**src/rtl/regfile_wb_queue.sv**
```systemverilog
// Write-back queue feeding the single register-file write port from two producers
// (A: ALU, B: load/multi-cycle), retiring one entry per cycle and exporting a busy vector.
module regfile_wb_queue #(
  parameter int DEPTH = 4,
  parameter int XLEN  = 32
) (
  input  logic                       clk,
  input  logic                       rst,
  input  logic                       flush,
  input  logic                       a_valid,
  output logic                       a_ready,
  input  logic [4:0]                 a_rd,
  input  logic [XLEN-1:0]            a_data,
  input  logic                       b_valid,
  output logic                       b_ready,
  input  logic [4:0]                 b_rd,
  input  logic [XLEN-1:0]            b_data,
  output logic                       reg_write,
  output logic [4:0]                 rd,
  output logic [XLEN-1:0]            write_data,
  output logic [31:0]                busy,
  output logic [$clog2(DEPTH):0]     count
);

  localparam int PW = $clog2(DEPTH);
  localparam int CW = PW + 1;

  logic [4:0]      rd_mem   [DEPTH];
  logic [XLEN-1:0] data_mem [DEPTH];
  logic [PW-1:0]   wptr, rptr, b_slot;
  logic [CW-1:0]   free, pushes;
  logic            a_fire, b_fire, a_push, b_push, pop;

  // Free space ignores the same-cycle pop so ready never depends on the retire path.
  assign free    = CW'(DEPTH) - count;
  assign a_ready = !rst && !flush && (free >= CW'(1));
  assign b_ready = !rst && !flush && ((free >= CW'(2)) || ((free >= CW'(1)) && !a_valid));

  assign a_fire = a_valid && a_ready;
  assign b_fire = b_valid && b_ready;
  assign a_push = a_fire && (a_rd != 5'd0);
  assign b_push = b_fire && (b_rd != 5'd0);
  assign b_slot = wptr + PW'(a_push);
  assign pushes = CW'(a_push) + CW'(b_push);
  assign pop    = reg_write;

  always_ff @(posedge clk or posedge rst) begin
    if (rst) begin
      count <= '0;
      wptr  <= '0;
      rptr  <= '0;
    end else if (flush) begin
      count <= '0;
      wptr  <= '0;
      rptr  <= '0;
    end else begin
      count <= count + pushes - CW'(pop);
      wptr  <= wptr + PW'(pushes);
      rptr  <= rptr + PW'(pop);
    end
  end

  // Entry storage is data only; validity is carried entirely by count.
  always_ff @(posedge clk) begin
    if (a_push) begin
      rd_mem[wptr]   <= a_rd;
      data_mem[wptr] <= a_data;
    end
    if (b_push) begin
      rd_mem[b_slot]   <= b_rd;
      data_mem[b_slot] <= b_data;
    end
  end

  assign reg_write  = (count != '0);
  assign rd         = reg_write ? rd_mem[rptr]   : 5'd0;
  assign write_data = reg_write ? data_mem[rptr] : '0;

  always_comb begin
    busy = '0;
    for (int i = 0; i < DEPTH; i++) begin
      if (CW'(i) < count) busy[rd_mem[rptr + PW'(i)]] = 1'b1;
    end
    busy[0] = 1'b0;
  end

endmodule

```
**config.mk**
```make
export PLATFORM = sky130hd
export DESIGN_NAME = regfile_wb_queue
export DESIGN_NICKNAME = d
export VERILOG_FILES = /design/src/rtl/regfile_wb_queue.sv
export SDC_FILE = /design/constraint.sdc
export NUM_CORES = 1
export LEC_CHECK = 0
export ABC_CLOCK_PERIOD_IN_PS = 10850
export CORE_ASPECT_RATIO = 0.9
export CORE_MARGIN = 5
export CORE_UTILIZATION = 45
export CTS_CLUSTER_DIAMETER = 200
export CTS_CLUSTER_SIZE = 40
export DETAILED_ROUTE_END_ITERATION = 8
export PLACE_DENSITY_LB_ADDON = 0.12
export SLEW_MARGIN = 30
export SYNTH_ARGS = -nofsm -noshare
export SYNTH_HDL_FRONTEND = slang
export SYNTH_SLANG_ARGS = --single-unit
```
**constraint.sdc**
```tcl
create_clock -name clk -period 10.85 [get_ports clk]
set_input_delay 2.7125 -clock clk [delete_from_list [all_inputs] [get_ports clk]]
set_output_delay 2.7125 -clock clk [all_outputs]
set_load 0.05 [all_outputs]
```
==> metrics.md <==
| Metric | Value |
|---|---|
| Worst Reg-to-Reg Cells | 11 |
| Unique masters post-synth | 60 |
| Sequential element share of the synthesized area | 48.5% |
| Number of antenna-violating nets in the routed design | 0 |
| Finish-stage setup viols | 0 |
| Post-synthesis async set-or-reset flop share | 4.52% |
| WHS Endpoint | wptr[0] |
| Most frequent cells in the layout | clkdlybuf4s50_1 (152), edfxtp_1 (148), mux2_1 (76) |
| Share of layout cells above drive strength 1 | 23.3% |
| Iter 0 DRT Violations | 398 |
| CTS Buf Count | 17 |
| Core ar. | approximately 0.021 mm² |
| Clk buf depth | 2 |
| Fill cell count | 1690 |
| Least-Margin Pin Slew | ~0.9 ns |
| H-tree depth | 4 |
| Cts repair resizes | 0 |
| Synthesized area per cell | around 15 µm² |
| Final Critical Period | 7.46 ns |
| Number of synthesized flops with an enable pin | 148 |
| Max-Cap Viols | 0 |
| Post-DP HPWL | ~17000 µm |
| HP Start | wptr[0] |
| Synth top area cells | edfxtp_1 (47%), mux4_2 (12%), mux2_1 (9.0%) |
| Setup TNS | 0 ns |
| Req. time, crit path | 8.14 ns |
| Headroom to the max-slew limit | 38.9% |
| Vias in the first global route | between 6k and 7k |
| Largest net degree at the start of global routing | 56 |
| Critical Path Start Type | input port |
| CTS tree | built |
| Status | finished, final reports clean |
| Hold WS | about 0.74 ns |
| Pins Over Slew Limit | 0 |
| Syn nets | 736 |
| Starting density of the core | 45.7% |
| Chip Height | 148 µm |
| RSZ-0062 raised after global routing | no |
| Reg-to-Reg End | data_mem[1][31] |
| Slowest stage delay, CP | 0.72 ns |
| Cell taking the most area after synthesis | edfxtp_1 |
| Layout area overhead | 24.5% |
| Yosys top cell area share | 46.7% |
| Leak | 3.83 nW |
| Worst path most repeated cell | clkdlybuf4s50_1 |
| Cell-by-cell trace of the critical path | clkdlybuf4s50_1 > o21ba_1 > o31ai_2 > inv_1 > clkdlybuf4s50_1 |
| Worst Hold Path Cells | 2 |
| FF-to-FF setup slack | 6.36 ns |
| Clk sink count | 155 |
| DIE WIDTH | 163 µm |
| Power Dens Cells | roughly 250 mW/mm² |
| WP data arrival | 4.75 ns |
| Final WL | 25600 µm |
| Vias per cell | 5.98 |
| Clock root buffer | clkbuf_16 |
| Synth warn | 0 |
| Worst skew pair latency | 0.43 ns |
| Finished Core Util | 56.9% |
| Post CTS Setup Buffer Count | 0 |
| Initial antenna violation count | 0 |
| First-pass GRT wire length | 39100 µm |
| Antenna diode count | 0 |
| Clock transition at the registers of the reported paths | 0.06 ns |
| Fmax achieved | between 100 and 150 MHz |
| Vias | 6511 |
| Site Rows | 50 |
| Crit-path max FO | 6 |
| Die area | 0.0242 mm² |
| Setup Skew | about 0.014 ns |
| Delay-heaviest family, CP | buffers and inverters |
| Multi-input gate area | around 0.0046 mm² |
| Final Cycle Share | 68.7% |
| Port bufs | approximately 150 |
| Maximum vdd drop | 0.170 mV |
| Final net count | 883 |
| WL/cell | 23.5 µm |
| DRC | 0 |
| FF-to-FF Start | count[2] |
| Synth Register Bits | between 150 and 200 |
| Ys flop type | edfxtp_1 |
| CTS Hold Bufs | 0 |
| Crit. End Element | primary output |
| Drt first pass iters | 5 |
| CP Class | in2out |
| Min-Delay Path Class | reg2reg |
| Fin. Hold Viols | 0 |
| Overflow after GRT | 0 |
| WP buf/inv | 3 |
| Slowest cell on crit path | clkdlybuf4s50_1 |
| Cell count after synthesis | 645 |
| GRT Total Usage | 21.3% |
| # IOs | 154 |
| Register area | between 0.004 and 0.005 mm² |
| Commonest non-fill, non-tap cell in the layout | clkdlybuf4s50_1 |
| Synthesized area | 0.00952 mm² |
| Routability cong. | 0.914 |
[final cells by class]
cell class / instances / share of cell area, %
flip-flops and latches: 155 / 39.0
multi-input cells: 438 / 38.9
repair buffers: 163 / 13.6
clock buffers: 17 / 3.59
well taps: 286 / 3.02
clock inverters: 13 / 1.33
inverters: 17 / 0.539
[state kept, by name, summed over array words and instances, names as in the netlist]
register  count
wptr          2
rptr          2
count         3
rd_mem       20
data_mem    128
[metrics by stage]
step / instances / instance area, µm² / power, mW / worst slack (ns)
detailed placement: 1059 / 11300 / 2.43 / 3.15
floorplan: 645 / 9520 / 1.93 / 4.46
global placement: 1059 / 11300 / 2.43 / 3.22
global route: 1089 / 11800 / 3.15 / 3.32
CTS: 1089 / 11800 / 3.03 / 3.14
finish: 1089 / 11800 / 3.02 / 3.39
[layer usage]
layer,vias up,GRT usage (%),wire (µm)
li1,2917,-,-
met1,3310,29.3,11200
met3,28,4.80,1640
met4,0,5.24,393
met2,256,34.7,12400
met5,-,0,0
[tightest hold or removal path: stages, from the launching register on]
cell	delay, ns
dfrtp_1	0.43
ha_1	0.16
nor2b_1	0.11
[worst max path at each step]
stage          slack (ns)  endpoint    start  cells past startpoint
2_1_floorplan        4.46   b_ready  a_valid                      3
3_3_place_gp         3.22   b_ready  a_valid                      5
3_5_place_dp         3.15   b_ready  a_valid                      5
4_1_cts              3.14   b_ready  a_valid                      5
5_1_grt              3.32   b_ready  a_valid                      5
6_report             3.39   b_ready  a_valid                      5
[where the power goes]
part / switching [mW] / internal [mW]
Combinational: 1.06 / 0.613
Clock: 0.251 / 0.343
Sequential: 0.0269 / 0.719
[cells by family after synthesis]
| logic type | Yosys count | share of synthesized area [%] |
|---|---|---|
| xor+xnor | 7 | 0.644 |
| compound gates | 74 | 6.74 |
| buf+inv | 52 | 3.34 |
| fa+ha+maj | 12 | 1.66 |
| simple gates | 142 | 8.97 |
| flops | 155 | 48.5 |
| mux | 202 | 30.1 |
| other cells | 1 | 0.0394 |
[Yosys cell counts (3+ instances only)]
master / number
buf_6: 12
and2_1: 41
nor4b_1: 4
a2bb2oi_1: 3
nand2b_1: 11
a31o_2: 4
xnor2_1: 5
nor2_1: 23
edfxtp_1: 148
a221o_1: 14
mux2_2: 72
mux2_1: 76
a32oi_1: 7
a22oi_1: 7
buf_4: 6
nor2b_1: 12
nand3_1: 5
nand2_1: 16
dfrtp_1: 7
o211ai_1: 3
inv_1: 17
nand4b_1: 3
nor4_1: 4
buf_2: 8
ha_1: 11
clkbuf_1: 8
or4_1: 3
mux4_2: 52
o22ai_1: 9
o221ai_1: 14
nor3_1: 4
Note: power is estimated with default switching activity, not from simulation.
